**config.mk**
```make
export PLATFORM = sky130hd
export DESIGN_NAME = lane_deskew_buffer
export DESIGN_NICKNAME = d
export VERILOG_FILES = /design/src/rtl/lane_deskew_buffer.sv
export SDC_FILE = /design/constraint.sdc
export NUM_CORES = 1
export LEC_CHECK = 0
export CAP_MARGIN = 20
export CORE_MARGIN = 3
export CORE_UTILIZATION = 64
export CTS_CLUSTER_DIAMETER = 40
export DETAILED_ROUTE_END_ITERATION = 10
export PLACE_DENSITY = 0.85
export SKIP_LAST_GASP = 1
export SYNTH_ARGS = -nofsm -noshare
export SYNTH_HDL_FRONTEND = slang
export SYNTH_SLANG_ARGS = --single-unit
```
**constraint.sdc**
```tcl
create_clock -name clk_i -period 10.2 [get_ports clk_i]
set_clock_uncertainty 0.15 [all_clocks]
set_input_delay 2.04 -clock clk_i [delete_from_list [all_inputs] [get_ports clk_i]]
set_output_delay 2.04 -clock clk_i [all_outputs]
set_load 0.01 [all_outputs]
```
**src/rtl/lane_deskew_buffer.sv**
```systemverilog
// lane_deskew_buffer: removes per-lane channel skew before the data-link layer.
// Each lane pushes into its own FIFO. These pushes have no backpressure.
// A beat is released only when every lane holds a word. All lane words of that
// beat then leave together on one ready/valid output.
//
// Ports:
//   clk_i, rst_i     clock, asynchronous active-high reset
//   clear_i          synchronous flush of FIFOs, flags and state
//   lane_valid_i     per-lane push strobe
//   lane_data_i      per-lane push data, lane k at [k*LaneWidth +: LaneWidth]
//   data_o, valid_o  aligned beat (zero when not valid), ready_i pops it
//   overflow_o       sticky: push hit a full lane without a pop
//   skew_err_o       sticky: partial beat persisted longer than MaxSkew
//   state_o          00 IDLE, 01 ALIGN, 10 STREAM, 11 ERR
// Optional (macro LANE_DESKEW_SKEW_MONITOR_EN):
//   max_skew_o       largest skew count seen since reset/clear
//   beats_o          wrapping count of popped beats
module lane_deskew_buffer #(
    parameter int unsigned NumLanes  = 4,
    parameter int unsigned LaneWidth = 8,
    parameter int unsigned Depth     = 8,
    parameter int unsigned MaxSkew   = 4
) (
    input  logic                          clk_i,
    input  logic                          rst_i,
    input  logic                          clear_i,
    input  logic [NumLanes-1:0]           lane_valid_i,
    input  logic [NumLanes*LaneWidth-1:0] lane_data_i,
    output logic [NumLanes*LaneWidth-1:0] data_o,
    output logic                          valid_o,
    input  logic                          ready_i,
    output logic                          overflow_o,
    output logic                          skew_err_o,
    output logic [1:0]                    state_o
`ifdef LANE_DESKEW_SKEW_MONITOR_EN
    ,
    output logic [7:0]                    max_skew_o,
    output logic [15:0]                   beats_o
`endif
);

    localparam int unsigned AW = $clog2(Depth);
    localparam int unsigned PW = AW + 1;
    localparam int unsigned SW = 8;

    typedef enum logic [1:0] {
        IDLE   = 2'b00,
        ALIGN  = 2'b01,
        STREAM = 2'b10,
        ERR    = 2'b11
    } state_t;

    state_t state_q, state_n;

    logic [LaneWidth-1:0] mem [NumLanes][Depth];
    logic [PW-1:0]        wr_ptr_q [NumLanes];
    logic [PW-1:0]        rd_ptr_q [NumLanes];
    logic [PW-1:0]        wr_ptr_n [NumLanes];
    logic [PW-1:0]        rd_ptr_n [NumLanes];

    logic [NumLanes-1:0]  empty_q, full_q, empty_n, push_en;
    logic                 all_ne_q, all_e_n, all_ne_n, partial_n;
    logic                 pop, block, overflow_evt, skew_evt;
    logic [SW-1:0]        skew_q, skew_n;
    logic                 overflow_q, skew_err_q;

    // Per-lane occupancy flags; wrap bit distinguishes full from empty
    always_comb begin
        for (int k = 0; k < NumLanes; k++) begin
            empty_q[k] = (wr_ptr_q[k] == rd_ptr_q[k]);
            full_q[k]  = (wr_ptr_q[k][AW] != rd_ptr_q[k][AW]) &&
                         (wr_ptr_q[k][AW-1:0] == rd_ptr_q[k][AW-1:0]);
        end
        all_ne_q = ~|empty_q;
    end

    // Push/pop qualification and next-cycle occupancy
    always_comb begin
        pop          = valid_o & ready_i;
        overflow_evt = (state_q != ERR) && !clear_i && !pop && |(lane_valid_i & full_q);
        block        = clear_i || overflow_evt || (state_q == ERR);
        push_en      = block ? '0 : lane_valid_i;
        for (int k = 0; k < NumLanes; k++) begin
            if (clear_i) begin
                wr_ptr_n[k] = '0;
                rd_ptr_n[k] = '0;
            end else begin
                wr_ptr_n[k] = wr_ptr_q[k] + PW'(push_en[k]);
                rd_ptr_n[k] = rd_ptr_q[k] + PW'(pop);
            end
            empty_n[k] = (wr_ptr_n[k] == rd_ptr_n[k]);
        end
        all_e_n   = &empty_n;
        all_ne_n  = ~|empty_n;
        partial_n = !all_e_n && !all_ne_n;
    end

    // Skew counter tracks the occupancy the next cycle will see, saturating
    always_comb begin
        skew_n = '0;
        if (!clear_i && partial_n)
            skew_n = (skew_q == {SW{1'b1}}) ? skew_q : skew_q + SW'(1);
        skew_evt = (state_q == ALIGN) && (skew_q > SW'(MaxSkew));
    end

    // FIFO pointers, skew counter and sticky flags
    always_ff @(posedge clk_i or posedge rst_i) begin
        if (rst_i) begin
            for (int k = 0; k < NumLanes; k++) begin
                wr_ptr_q[k] <= '0;
                rd_ptr_q[k] <= '0;
            end
            skew_q     <= '0;
            overflow_q <= 1'b0;
            skew_err_q <= 1'b0;
        end else begin
            for (int k = 0; k < NumLanes; k++) begin
                wr_ptr_q[k] <= wr_ptr_n[k];
                rd_ptr_q[k] <= rd_ptr_n[k];
            end
            skew_q <= skew_n;
            if (clear_i) begin
                overflow_q <= 1'b0;
                skew_err_q <= 1'b0;
            end else begin
                if (overflow_evt)
                    overflow_q <= 1'b1;
                if (skew_evt && !overflow_evt)
                    skew_err_q <= 1'b1;
            end
        end
    end

    // FIFO storage, no reset needed since reads are gated by valid_o
    always_ff @(posedge clk_i) begin
        for (int k = 0; k < NumLanes; k++) begin
            if (push_en[k])
                mem[k][wr_ptr_q[k][AW-1:0]] <= lane_data_i[k*LaneWidth +: LaneWidth];
        end
    end

    // State register
    always_ff @(posedge clk_i or posedge rst_i) begin
        if (rst_i) state_q <= IDLE;
        else       state_q <= state_n;
    end

    // Next state follows the occupancy the FIFOs will have after this edge,
    // so a beat is visible in the same cycle that the state reaches STREAM
    always_comb begin
        state_n = state_q;
        if (clear_i)
            state_n = IDLE;
        else if (state_q == ERR)
            state_n = ERR;
        else if (overflow_evt || skew_evt)
            state_n = ERR;
        else begin
            case (state_q)
                IDLE, ALIGN, STREAM: begin
                    if (all_e_n)       state_n = IDLE;
                    else if (all_ne_n) state_n = STREAM;
                    else               state_n = ALIGN;
                end
                default: state_n = ERR;
            endcase
        end
    end

    // Outputs, all derived from registered state
    always_comb begin
        valid_o = all_ne_q && ((state_q == ALIGN) || (state_q == STREAM));
        data_o  = '0;
        if (valid_o) begin
            for (int k = 0; k < NumLanes; k++)
                data_o[k*LaneWidth +: LaneWidth] = mem[k][rd_ptr_q[k][AW-1:0]];
        end
        state_o    = state_q;
        overflow_o = overflow_q;
        skew_err_o = skew_err_q;
    end

`ifdef LANE_DESKEW_SKEW_MONITOR_EN
    logic [SW-1:0] max_skew_q;
    logic [15:0]   beats_q;

    // Peak skew lags the counter by one cycle; beat counter wraps
    always_ff @(posedge clk_i or posedge rst_i) begin
        if (rst_i) begin
            max_skew_q <= '0;
            beats_q    <= '0;
        end else if (clear_i) begin
            max_skew_q <= '0;
            beats_q    <= '0;
        end else begin
            if (skew_q > max_skew_q)
                max_skew_q <= skew_q;
            beats_q <= beats_q + 16'(pop);
        end
    end

    assign max_skew_o = max_skew_q;
    assign beats_o    = beats_q;
`endif

endmodule

```
Yosys cells after proc, flatten, opt, wreduce, memory -nomap -nowiden
Memories as Yosys holds them, arrays and structs flattened.
Index checks and enable logic that the tools add are counted.

word-level totals
  word-level logic and storage cells = 150
  latch bits = 0
  bits in writable memories = 256
  memories = 1
  bits in registers = 44
  output and inout bits = 37
  input bits = 40
  memory bits (read-only) = 0

cells by class
  bitwise gates (word level) = 10
  $add $sub $neg = 9
  muxes and demuxes = 50
  $mul = 0
  shift-type cells = 0
  $lt $le $gt $ge = 13
  reductions and logical operators = 33
  equal/unequal tests = 22
  div/mod/pow operators = 0

memory list
  memory  words  width  rd ports  clocked after memory_dff  write ports  RTL line  source
  mem     4      64     4         0                         4            55        logic [LaneWidth-1:0] mem [NumLanes][Depth];

operator list
  operator               count
  $mux W64               4
  $mux W8                14
  $bmux W8 S3            4
  $demux W8 S3           4
  $mux W4                9
  $add A4 B1 Y4          8
  $eq A4 B4 Y1           8
  $ge A4 B4 Y1 const B   8
  $mux W32               1
  $not A3 Y4             8
  $logic_and A1 B1 Y1    16
  $lt A4 B1 Y1 const B   4
  $eq A3 B3 Y1           4
  $mux W2                6
  $reduce_or A4 Y1       3
  $add A8 B1 Y8 const B  1
  $eq A8 B8 Y1 const B   1
  $gt A8 B3 Y1 const B   1
  $mux W1                8
  $logic_not A1 Y1       5
  $and A4 B4 Y4          1
  $eq A2 B2 Y1 const B   2
  $logic_or A1 B1 Y1     4
  $ne A1 B1 Y1           4
  other kinds (7)        9

Logic depth before layout (Yosys ltp)
Gate-level depths: netlist of the first run.

  depth in word-level cells = 21
  gate-level depth with buffers = 17
  depth with buffers taken out = 14

Worst setup path before layout of the first run
Ideal clock, no wire load.

  path type = in2reg
  start point = input port lane_valid_i[2]
  end point = register state_q[0] (netlist: state_o[0])
  required time = 9,919 ps
  buffers on the path = 1
  stages = 14
  data arrival time = 4,671 ps
  setup time = 131 ps
  setup slack = 5,247 ps
  cell sequence = inv_1 o32ai_1 nor3_1 o21ai_4 buf_2 nor2_1 ha_1 ha_1 xnor2_1 xnor2_1 a31oi_1 or4_4 o22ai_4 o21ai_2

between the ends
  longest elaborated chain between the ends = 16
  elaborated cells on any way between the ends = 27
  those cells by class = add/sub: 4; eq/ne: 4; mux: 11; bitwise: 1; reduce/logical: 7

RTL lines
  what                              RTL line  source
  from (decl)                       27        input logic [NumLanes-1:0] lane_valid_i,
  $and A4 B4 Y4                     80        overflow_evt = (state_q != ERR) && !clear_i && !pop && |(lane_valid_i & full_q);
  $reduce_or A4 Y1                  80
  $logic_and A1 B1 Y1               80
  $logic_or A1 B1 Y1 (2 in series)  81        block = clear_i || overflow_evt || (state_q == ERR);
  $mux W4                           82        push_en = block ? '0 : lane_valid_i;
  $add A4 B1 Y4                     88        wr_ptr_n[k] = wr_ptr_q[k] + PW'(push_en[k]);
  $mux W4                           84        if (clear_i) begin
  $eq A4 B4 Y1                      91        empty_n[k] = (wr_ptr_n[k] == rd_ptr_n[k]);
  $reduce_or A4 Y1                  94        all_ne_n = ~|empty_n;
  $mux W2                           162       else if (all_ne_n) state_n = STREAM;
  $mux W2                           161       if (all_e_n) state_n = IDLE;
  $mux W2                           159       case (state_q)
  $mux W2 *                         156       else if (overflow_evt || skew_evt)
  $mux W2 *                         154       else if (state_q == ERR)
  $mux W2 *                         152       if (clear_i)
  via state_n[0]                    53        state_t state_q, state_n;
  to (signal assigned)              145       else state_q <= state_n;
  to (decl)                         53

The timed path passes the listed nets; every way through them passes the cells marked *.
A chain may end at the register's enable or synchronous reset.

Final worst setup path of the first run
  start point = input port lane_valid_i[2]
  end point = register skew_q[4]

between the ends
  longest elaborated chain between the ends = 14
  elaborated cells on any way between the ends = 25
  those cells by class = add/sub: 4; eq/ne: 5; mux: 6; bitwise: 1; reduce/logical: 9

RTL lines
  what                                                      RTL line  source
  $and A4 B4 Y4                                             80
  $reduce_or A4 Y1                                          80
  $logic_and A1 B1 Y1                                       80
  $logic_or A1 B1 Y1 (2 in series)                          81
  $mux W4 *                                                 82
  $add A4 B1 Y4                                             88
  $mux W4                                                   84
  $eq A4 B4 Y1                                              91
  $reduce_and A4 Y1                                         93        all_e_n = &empty_n;
  $logic_not A1 Y1                                          95        partial_n = !all_e_n && !all_ne_n;
  $logic_and A1 B1 Y1 *                                     95
  $logic_and A1 B1 Y1 *                                     101       if (!clear_i && partial_n)
  $ne A2 B2 Y1 (no line) / $mux W8 (equally long branches)  n/a
  to (signal assigned)                                      121       skew_q <= skew_n;
  to (decl)                                                 64        logic [SW-1:0] skew_q, skew_n;

Mark *: on every way between the ends. The rest lies on a longest branch, timed or not.

==> results.cfg, run 1 <==
[grt]
grt_first_pass_wirelength_um = 40440
grt-busiest-layer = met2
antenna_found_initial = 0
groute.layer.met3.usage_pct = 4.438
grt_use_met1_pct = 31.77
grt_usage_pct = 24.16
vias_in_the_first_global_route = 7301
maximum_number_of_pins_on_one_net_before_global_route_repair = 51
global_route.overflow_total = 0
gr-usage-met2_pct = 42.16

[setup_path]
critical_path.reg2reg.endpoint = skew_q[4]
critPathCapture = skew_q[4]
cp-startpoint = lane_valid_i[2]
critPathRequiredTime_ns = 10.42
timing.critical_path.from_type = primary input
ff2ff_setup_slack_ns = 4.76
critical_path.reg2reg.startpoint = rd_ptr_q[9]
worst_path_arrival_time_ns = 6.15
crit_path_max_fanout = 36
timing.setup.critical_path_class = primary input to flip-flop
worstSetupEndpointType = flip-flop
rr_worst_depth = 14

[synth]
synthMostInstantiatedCell = sky130_fd_sc_hd__edfxtp_1
synth-seq-cells = 300
ys_top_cells_by_area = sky130_fd_sc_hd__edfxtp_1, sky130_fd_sc_hd__mux4_2, sky130_fd_sc_hd__dfrtp_1
synth_flop_cell = sky130_fd_sc_hd__edfxtp_1
synthesis.nets = 776
syn_area_per_cell_um2 = 17.66
yosysWarnings = 0
synth_area_um2 = 12640
synthDominantAreaCellType = sky130_fd_sc_hd__edfxtp_1
async_flop_share_pct = 14.67
synth_sequential_area_ratio_pct = 69.51
synth_enable_flop_cells = 256
post_synth_most_frequent_cells = sky130_fd_sc_hd__edfxtp_1, sky130_fd_sc_hd__mux4_2, sky130_fd_sc_hd__nor2_1
synthDistinctLibCells = 41
yosys.area.top_type_share_pct = 60.80
postSynthCellCount = 716

[timing]
fmaxAchievable_mhz = 168.5
tns_ns = 0
worst_slew_pin_slew_ns = 0.9495
timing.final.crit_share_pct = 58.18
maxSlewHeadroom_pct = 36.46
hold_viol = 0
setup_viol = 0
grt_setup_unrepaired = false
final_worst_path_setup_slack_ns = 4.266
timing.final.crit_period_ns = 5.934
report.final.slew_viol_count = 0

[pwr]
switching_share_pct = 20.95
p_seq_share_pct = 50.3
intPower_mw = 2.162
clockPowerShare_pct = 44.5
share_comb_of_total_power_pct = 5.1
power.net_switching_mw = 0.5728
power_per_cell_area_nw_per_um2 = 182.9
leakagePower_nw = 5.135
max-vdd-ir-drop_v = 0.0001885

[place]
pre_cts_ws_ns = 3.901
globalplace.congestion = 0.8111
dpl.cell_count = 1047
port_buf_inserts = 76
dp_hpwl_um = 15010

[floorplanning]
die_w_um = 146.6
core_region_area_um2 = 19080
floorplan.io_pins = 77
start_util_pct = 66.26
die_footprint_um2 = 21480
rows = 50
die_h_um = 146.6

[clock_network]
worst_skew_pair_latency_ns = 0.50
cts_repair_resize_count = 0
cts.root.buffer_cell = sky130_fd_sc_hd__clkbuf_16
cts_htree_levels = 2
cts_hold_buf = 0
max-clock-path-buffers = 3
clkSlewWorstSetupHoldPaths_ns = 0.06
cts-buffers-inserted = 36
clkSinkCount = 300
post_cts_buffers = 0
cts_tree = built

[outcome]
status = finished, final reports clean

[final_layout]
ant_cells = 0
final_nets = 888
nFillCells = 1028
flow.area_growth_from_synthesis_pct = 18.25
layout-drive-gt1-share_pct = 20.33
final-instance-count-excl-fill = 1111

[detailed_routing]
dr.first_iter.drc_count = 546
drt_pass1_iterations = 4
drc_errors = 0
drt.antenna.violating_nets = 0
routed_wirelength_um = 25060
vias_per_cell = 6.126
dr_vias = 6806
routed_wire_length_per_instance_um = 22.55

[min_path]
timing.hold.worst.class = flip-flop to flip-flop

[run]
cap_violations = 0
how the worst min path moves through the flow:
stage / startpoint / end / slack, ns / depth (start not counted)
floorplan: skew_q[5] / skew_q[5] / 0.37 / 2
global placement: skew_err_o / skew_err_o / 0.33 / 2
detailed placement: overflow_o / overflow_o / 0.34 / 1
CTS: overflow_o / overflow_o / 0.36 / 1
global route: overflow_o / overflow_o / 0.39 / 1
finish: overflow_o / overflow_o / 0.35 / 1
layer usage:
layer | vias to the layer above | share of wire, %
met4 | 0 | 2.1
met3 | 49 | 5.3
met2 | 229 | 52
met5 | - | 0
li1 | 3019 | -
met1 | 3509 | 41
layout make-up:
type                    instances  area [um2]  share of cell area (%)
well taps                     260       325.3                   2.176
inverters                      15       56.30                  0.3766
repair buffers                114        1069                   7.147
flip-flops and latches        300        8788                   58.78
clock buffers                  42       944.7                   6.319
multi-input cells             361        3573                   23.90
clock inverters                19       193.9                   1.297
placed cells by master, fill, tap and decap left out, types with 10 or more instances in the layout:
cell / Yosys / final
sky130_fd_sc_hd__nand3_1: 17 / 17
sky130_fd_sc_hd__xor2_1: 15 / 15
sky130_fd_sc_hd__dfrtp_1: 44 / 44
sky130_fd_sc_hd__clkbuf_16: 0 / 37
sky130_fd_sc_hd__inv_1: 15 / 14
sky130_fd_sc_hd__clkdlybuf4s50_1: 0 / 75
sky130_fd_sc_hd__nand2_1: 12 / 12
sky130_fd_sc_hd__nor2b_1: 22 / 22
sky130_fd_sc_hd__nor2_1: 61 / 61
sky130_fd_sc_hd__nor3_1: 13 / 10
sky130_fd_sc_hd__mux2i_1: 32 / 32
sky130_fd_sc_hd__mux4_2: 64 / 64
sky130_fd_sc_hd__xnor2_1: 29 / 29
sky130_fd_sc_hd__edfxtp_1: 256 / 256
sky130_fd_sc_hd__nor4_1: 27 / 27
sky130_fd_sc_hd__buf_4: 11 / 32
sky130_fd_sc_hd__ha_1: 20 / 20
worst max-delay path: stages:
cell	delay, ns
sky130_fd_sc_hd__clkdlybuf4s50_1	0.56
sky130_fd_sc_hd__inv_1	0.09
sky130_fd_sc_hd__o32ai_1	0.33
sky130_fd_sc_hd__nor3_1	0.15
sky130_fd_sc_hd__o21ai_4	0.76
sky130_fd_sc_hd__nor2_1	0.09
sky130_fd_sc_hd__ha_1	0.24
sky130_fd_sc_hd__ha_1	0.21
sky130_fd_sc_hd__xnor2_1	0.32
sky130_fd_sc_hd__xnor2_1	0.22
sky130_fd_sc_hd__a31oi_1	0.17
sky130_fd_sc_hd__or4_4	0.54
sky130_fd_sc_hd__o22ai_4	0.32
sky130_fd_sc_hd__nor2_1	0.10
kinds of logic after synthesis:
kind of cell,count (synthesis),share of synthesized area (%)
adders and majority gates,20,1.979
xor gates and xnor gates,44,3.048
AOI/OAI and AO/OA,18,1.267
muxes,104,14.71
buffers and inverters,55,2.345
and+or+nand+nor,175,7.145
DFF,300,69.51
flip-flops by register name (all words and copies together), names as in the netlist:
signal and flops:
wr_ptr_q 16, mem 256, skew_err_o 1, skew_q 8
state_o 2, rd_ptr_q 16, overflow_o 1
metrics by stage:
stage                     utilization, %  hold slack [ns]  instance area [um2]  total power, mW
after floorplan                        -           0.3692                12640            1.476
after global placement             72.01           0.3309                13740            1.525
after detailed placement           72.09           0.3444                13750            1.538
after CTS                          78.05           0.3569                14890            2.754
after global routing               78.35           0.3896                14950            2.822
final                              78.35           0.3526                14950            2.735
power by group through the flow:
stage / Clock [mW] / Combinational [mW] / Sequential [mW]
floorplan: 0 / 0.0801 / 1.40
global placement: 0 / 0.128 / 1.40
detailed placement: 0 / 0.137 / 1.40
CTS: 1.24 / 0.141 / 1.38
global route: 1.29 / 0.153 / 1.38
finish: 1.22 / 0.141 / 1.38
Power figures use the tool's default switching activity.
==> run 2, diff against run 1 <==
--- a/config.mk
+++ b/config.mk
@@ -7,10 +7,10 @@
 export LEC_CHECK = 0
 export CAP_MARGIN = 20
 export CORE_MARGIN = 3
-export CORE_UTILIZATION = 64
+export CORE_UTILIZATION = 54
 export CTS_CLUSTER_DIAMETER = 40
 export DETAILED_ROUTE_END_ITERATION = 10
-export PLACE_DENSITY = 0.85
+export PLACE_DENSITY = 0.76
 export SKIP_LAST_GASP = 1
 export SYNTH_ARGS = -nofsm -noshare
 export SYNTH_HDL_FRONTEND = slang
==> constraint.sdc (replaced) <==
create_clock -name clk_i -period 5.4 [get_ports clk_i]
set_clock_uncertainty 0.15 [all_clocks]
set_input_delay 1.08 -clock clk_i [delete_from_list [all_inputs] [get_ports clk_i]]
set_output_delay 1.08 -clock clk_i [all_outputs]
set_load 0.01 [all_outputs]
==> run 2 against run 1 <==
  * Largest cell class unchanged
  * Critical path type is now flip-flop to flip-flop
  * Count of clock-buffer cells in the layout rose by 5
  * Critical path depth up 1
  * Die area is 18% higher
  * Combinational power increased by 86%
  * Sequential power increased by 88%
  * Worst hold slack improved by 0.031 ns
  * Global-route usage is 4.0 points lower
==> results.cfg, run 2 (synthesized netlist as in run 1, its figures left out) <==
[detailed_routing]
routed_wire_length_per_instance_um = 21.05
dr_vias = 6799
vias_per_cell = 5.747
drc_errors = 0
drt.antenna.violating_nets = 0
dr.first_iter.drc_count = 526
routed_wirelength_um = 24910
drt_pass1_iterations = 5

[final_layout]
ant_cells = 0
largest_reg_flops = 256
most_frequent_standard_cell_in_the_layout_excluding_fill_and_tap_cells = sky130_fd_sc_hd__edfxtp_1
layout.cells.most_common_list = sky130_fd_sc_hd__edfxtp_1, sky130_fd_sc_hd__clkdlybuf4s50_1, sky130_fd_sc_hd__mux4_2
final_nets = 901
multi_input_comb_area_um2 = 3558
combined_flip_flop_and_latch_cell_area_um2 = 8788
layout-drive-gt1-share_pct = 22.64
nFillCells = 1525
flow.area_growth_from_synthesis_pct = 20.68

[pwr]
power_per_cell_area_nw_per_um2 = 356.3
finalPower_mw = 5.436
max-vdd-ir-drop_v = 0.0002563
leakagePower_nw = 5.278

[outcome]
status = finished, final reports clean

[grt]
global_route.overflow_total = 0
grt_first_pass_wirelength_um = 39970
vias_in_the_first_global_route = 7378
antenna_found_initial = 0
maximum_number_of_pins_on_one_net_before_global_route_repair = 50
grt_usage_pct = 20.18

[clock_network]
cts_repair_resize_count = 0
worst_skew_pair_latency_ns = 0.51
cts_htree_levels = 2
cts.root.buffer_cell = sky130_fd_sc_hd__clkbuf_16
post_cts_buffers = 0
clkSlewWorstSetupHoldPaths_ns = 0.06
cts_tree = built
clkSinkCount = 300
cts_hold_buf = 0
max-clock-path-buffers = 3
cts-buffers-inserted = 38

[floorplanning]
start_util_pct = 55.34
core_region_area_um2 = 22850
die_w_um = 159.0
die_footprint_um2 = 25290
die_h_um = 159.0
floorplan.io_pins = 77
rows = 55

[place]
pre_cts_ws_ns = 0.4808
dp_hpwl_um = 15590
globalplace.congestion = 0.8080
port_buf_inserts = 76

[run]
cap_violations = 0

[setup_path]
worstSetupEndpointType = flip-flop
critPathRequiredTime_ns = 5.63
crit_path_max_fanout = 19
worst_path_arrival_time_ns = 4.68
timing.critical_path.from_type = flip-flop
timing.setup.critical_path_class = flip-flop to flip-flop

[timing]
grt_setup_unrepaired = false
hold_viol = 0
tns_ns = 0
worst_slew_pin_slew_ns = 0.9342
report.final.slew_viol_count = 0
minimum_hold_slack_ns = 0.3837
timing.final.crit_share_pct = 82.45
setup_viol = 0
timing.final.crit_period_ns = 4.452
fmaxAchievable_mhz = 224.6
maxSlewHeadroom_pct = 37.63
final_worst_path_setup_slack_ns = 0.9476

[min_path]
timing.hold.worst.class = flip-flop to flip-flop
-- run 2: cell count changes in the layout (fill, tap and decap cells not counted), sizes merged --
cell	previous run	this run
clkinvlp	2	5
inv	17	22
buf	39	49
clkdlybuf4s50	75	76
clkbuf	42	47
clkinv	12	7
-- run 2: path summary, 6_finish.rpt --
check / start / endpoint / slack (ns) / cells after the start
worst max-delay path: rd_ptr_q[9] / skew_q[5] / 0.95 / 15
worst min-delay path: overflow_o / overflow_o / 0.38 / 1
worst max register to register: rd_ptr_q[9] / skew_q[5] / 0.95 / 15
worst min register to register: overflow_o / overflow_o / 0.38 / 1
max in group asynchronous: rst_i / skew_q[7] / 3.55 / 2
min in group asynchronous: rst_i / wr_ptr_q[6] / 0.97 / 2
-- run 2: layout make-up --
cell class	instances	area share (%)
sequential	300	57.60
inverter	15	0.3690
tap	313	2.567
clock inverter	22	1.550
clock buffer	47	7.200
timing repair buffer	125	7.396
multi-input combinational	361	23.32
-- run 2: through the flow --
stage	instance area, um2	util (%)	std cells
floorplan	12640	-	716
global placement	13920	60.94	1114
detailed placement	13920	60.94	1114
CTS	15260	66.79	1183
global route	15260	66.79	1183
finish	15260	66.79	1183
-- run 2: critical path: stages (launching register included) --
cell	delay (ns)
sky130_fd_sc_hd__dfrtp_1	0.32
sky130_fd_sc_hd__buf_4	0.30
sky130_fd_sc_hd__xor2_1	0.24
sky130_fd_sc_hd__nor4_1	0.10
sky130_fd_sc_hd__nor4b_1	0.49
sky130_fd_sc_hd__and3_1	0.54
sky130_fd_sc_hd__o21ai_4	0.22
sky130_fd_sc_hd__nor2_1	0.15
sky130_fd_sc_hd__ha_1	0.18
sky130_fd_sc_hd__ha_1	0.16
sky130_fd_sc_hd__xnor2_1	0.17
sky130_fd_sc_hd__xnor2_1	0.17
sky130_fd_sc_hd__a31oi_1	0.12
sky130_fd_sc_hd__or4_4	0.59
sky130_fd_sc_hd__o22ai_4	0.34
sky130_fd_sc_hd__nor2_1	0.10
-- run 2: routing by layer --
| metal | vias up | wire, um | track usage, % |
|---|---|---|---|
| li1 | 3050 | - | - |
| met4 | 0 | 516 | 5.929 |
| met1 | 3515 | 10380 | 26.83 |
| met2 | 188 | 12740 | 34.11 |
| met5 | - | 0 | 0 |
| met3 | 46 | 1271 | 4.240 |
-- run 2: report_power, final --
part / internal [mW] / switching (mW) / total (mW)
clock network: 1.61 / 0.962 / 2.57
registers: 2.57 / 0.0353 / 2.60
logic: 0.118 / 0.144 / 0.262
total: 4.29 / 1.14 / 5.44
==> run 3, diff against run 2 <==
==> constraint.sdc (replaced) <==
create_clock -name clk_i -period 4.06 [get_ports clk_i]
set_clock_uncertainty 0.15 [all_clocks]
set_input_delay 0.812 -clock clk_i [delete_from_list [all_inputs] [get_ports clk_i]]
set_output_delay 0.812 -clock clk_i [all_outputs]
set_load 0.01 [all_outputs]
==> run 3 against run 2 <==
  * Global-route usage is 0.26 points lower
  * Die area did not move
  * Design area increased by 0.80%
  * Critical path depth fell by 8
  * Utilization is 0.53 points higher
  * Register-to-register slack worse by 0.74 ns
  * Count of clock-buffer cells in the layout is 2 lower
  * Setup slack worse by 0.76 ns
  * Total power is 28% higher
  * Sequential power is 33% higher
  * Via count about the same
  * Clock power rose by 22%
==> results.cfg, run 3 (synthesized netlist as in run 1, its figures left out) <==
[setup_path]
timing.critical_path.from_type = flip-flop
cp-startpoint = state_o[1]
critical_path_depth = 7
rr_worst_depth = 15
critPathRequiredTime_ns = 3.10
critical_path.reg2reg.startpoint = wr_ptr_q[2]
crit_path_max_fanout = 21
ff2ff_setup_slack_ns = 0.21
slowest_delay_ns = 0.56
cp_cell_sequence = inv_1 -> ha_1 -> nor4b_1 -> nand2_1 -> buf_4 -> nor2_1 -> clkdlybuf4s50_1
worstSetupEndpointType = primary output
timing.setup.critical_path_class = flip-flop to primary output
worst_path_dominant_cell_family = buffers and inverters
slowest_cell_on_the_critical_path = sky130_fd_sc_hd__clkdlybuf4s50_1
count_of_buffering_cells_on_the_critical_path_with_inverters_included = 3
worst_path_arrival_time_ns = 2.91
critical_path.reg2reg.endpoint = skew_q[2]
critPathCapture = data_o[30]

[detailed_routing]
drt_pass1_iterations = 5
routed_wire_length_per_instance_um = 20.25
dr.first_iter.drc_count = 437
drc_errors = 0
dr_vias = 6793
routed_wirelength_um = 24480
drt.antenna.violating_nets = 0
vias_per_cell = 5.619

[final_layout]
final_nets = 928
ant_cells = 0
flow.area_growth_from_synthesis_pct = 21.64
most_frequent_standard_cell_in_the_layout_excluding_fill_and_tap_cells = sky130_fd_sc_hd__edfxtp_1
multi_input_comb_area_um2 = 3588
combined_flip_flop_and_latch_cell_area_um2 = 8788
layout.cells.most_common_list = sky130_fd_sc_hd__edfxtp_1, sky130_fd_sc_hd__buf_4, sky130_fd_sc_hd__clkdlybuf4s50_1
largest_reg_flops = 256
layout-drive-gt1-share_pct = 24.44
nFillCells = 1518

[timing]
timing.final.crit_period_ns = 3.877
tns_ns = 0
setup_viol = 0
worst_slew_pin_slew_ns = 0.9346
final_worst_path_setup_slack_ns = 0.1832
report.final.slew_viol_count = 0
maxSlewHeadroom_pct = 37.60
fmaxAchievable_mhz = 257.9
hold_viol = 0
timing.final.crit_share_pct = 95.49

[pwr]
finalPower_mw = 6.979
leakagePower_nw = 5.368
max-vdd-ir-drop_v = 0.0003264
power_per_cell_area_nw_per_um2 = 453.8

[clock_network]
cts_hold_buf = 0
worst_skew_pair_latency_ns = 0.51
cts-buffers-inserted = 36
cts.root.buffer_cell = sky130_fd_sc_hd__clkbuf_16
max-clock-path-buffers = 3
clkSinkCount = 300
clkSlewWorstSetupHoldPaths_ns = 0.05
cts_tree = built
cts_htree_levels = 2

[min_path]
timing.hold.worst.class = flip-flop to flip-flop
critical_hold_path_startpoint = skew_err_o

[grt]
grt_first_pass_wirelength_um = 39880
global_route.overflow_total = 0
vias_in_the_first_global_route = 7416
maximum_number_of_pins_on_one_net_before_global_route_repair = 50
grt_usage_pct = 19.92
antenna_found_initial = 0

[place]
globalplace.congestion = 0.8009
dp_hpwl_um = 15740
pre_cts_ws_ns = -0.4268
port_buf_inserts = 76

[floorplanning]
start_util_pct = 55.34
rows = 55
die_footprint_um2 = 25290
die_h_um = 159.0
core_region_area_um2 = 22850
floorplan.io_pins = 77
die_w_um = 159.0

[outcome]
status = finished, final reports clean

[run]
cap_violations = 0
run 3: cell count changes in the layout (fill, tap and decap cells not counted), sizes merged:
cell / change
clkbuf: -2
inv: -1
clkinvlp: -3
clkinv: +3
buf: +29
run 3: layer usage:
layer / global-route usage, % / up-vias / wire, um
met4: 5.651 / 0 / 413
li1: - / 3101 / -
met1: 26.60 / 3459 / 10050
met2: 33.92 / 199 / 12630
met3: 3.824 / 34 / 1379
met5: 0 / - / 0
run 3: timing repair:
action	in CTS	in global routing
buffers inserted	0	4
setup endpoints to repair	0	9
gates resized for setup	0	4
run 3: how the worst min path moves through the flow:
| stage | slack [ns] | endpoint | depth (start not counted) |
|---|---|---|---|
| 2_1_floorplan | 0.37 | skew_q[5] | 2 |
| 3_3_place_gp | 0.33 | skew_err_o | 2 |
| 3_5_place_dp | 0.34 | skew_err_o | 2 |
| 4_1_cts | 0.37 | skew_err_o | 2 |
| 5_1_grt | 0.40 | skew_err_o | 2 |
| 6_report | 0.36 | skew_err_o | 2 |
run 3: stage by stage:
step                utilization (%)  cell area, um2  std cells  hold slack, ns
detailed placement            61.76           14110       1139          0.3433
finish                        67.32           15380       1209          0.3552
floorplan                         -           12640        716          0.3692
CTS                           67.00           15310       1205          0.3656
global placement              61.76           14110       1139          0.3345
global route                  67.32           15380       1209          0.3955
run 3: worst register-to-register path, stage by stage (launching register included):
cell and delay, ns:
sky130_fd_sc_hd__dfrtp_1 0.47, sky130_fd_sc_hd__xnor2_1 0.29, sky130_fd_sc_hd__nand4_1 0.16, sky130_fd_sc_hd__nor4b_1 0.18
sky130_fd_sc_hd__and3_1 0.23, sky130_fd_sc_hd__o21ai_4 0.25, sky130_fd_sc_hd__nor2_1 0.10, sky130_fd_sc_hd__ha_1 0.21
sky130_fd_sc_hd__ha_1 0.19, sky130_fd_sc_hd__xnor2_1 0.22, sky130_fd_sc_hd__xnor2_1 0.16, sky130_fd_sc_hd__a31oi_1 0.11
sky130_fd_sc_hd__or4_4 0.58, sky130_fd_sc_hd__o22ai_4 0.20, sky130_fd_sc_hd__buf_12 0.15, sky130_fd_sc_hd__nor2_1 0.06
run 3: report_power, final:
group | internal [mW] | switching (mW) | total (mW)
registers | 3.41 | 0.0384 | 3.45
logic | 0.183 | 0.204 | 0.387
clock network | 1.93 | 1.21 | 3.14
run 3: final cells by class:
class / instances / share of cell area [%]
multi-input combinational: 361 / 23.33
clock buffer: 45 / 6.411
sequential: 300 / 57.14
timing repair buffer: 154 / 8.835
clock inverter: 21 / 1.367
tap: 313 / 2.546
inverter: 15 / 0.3661
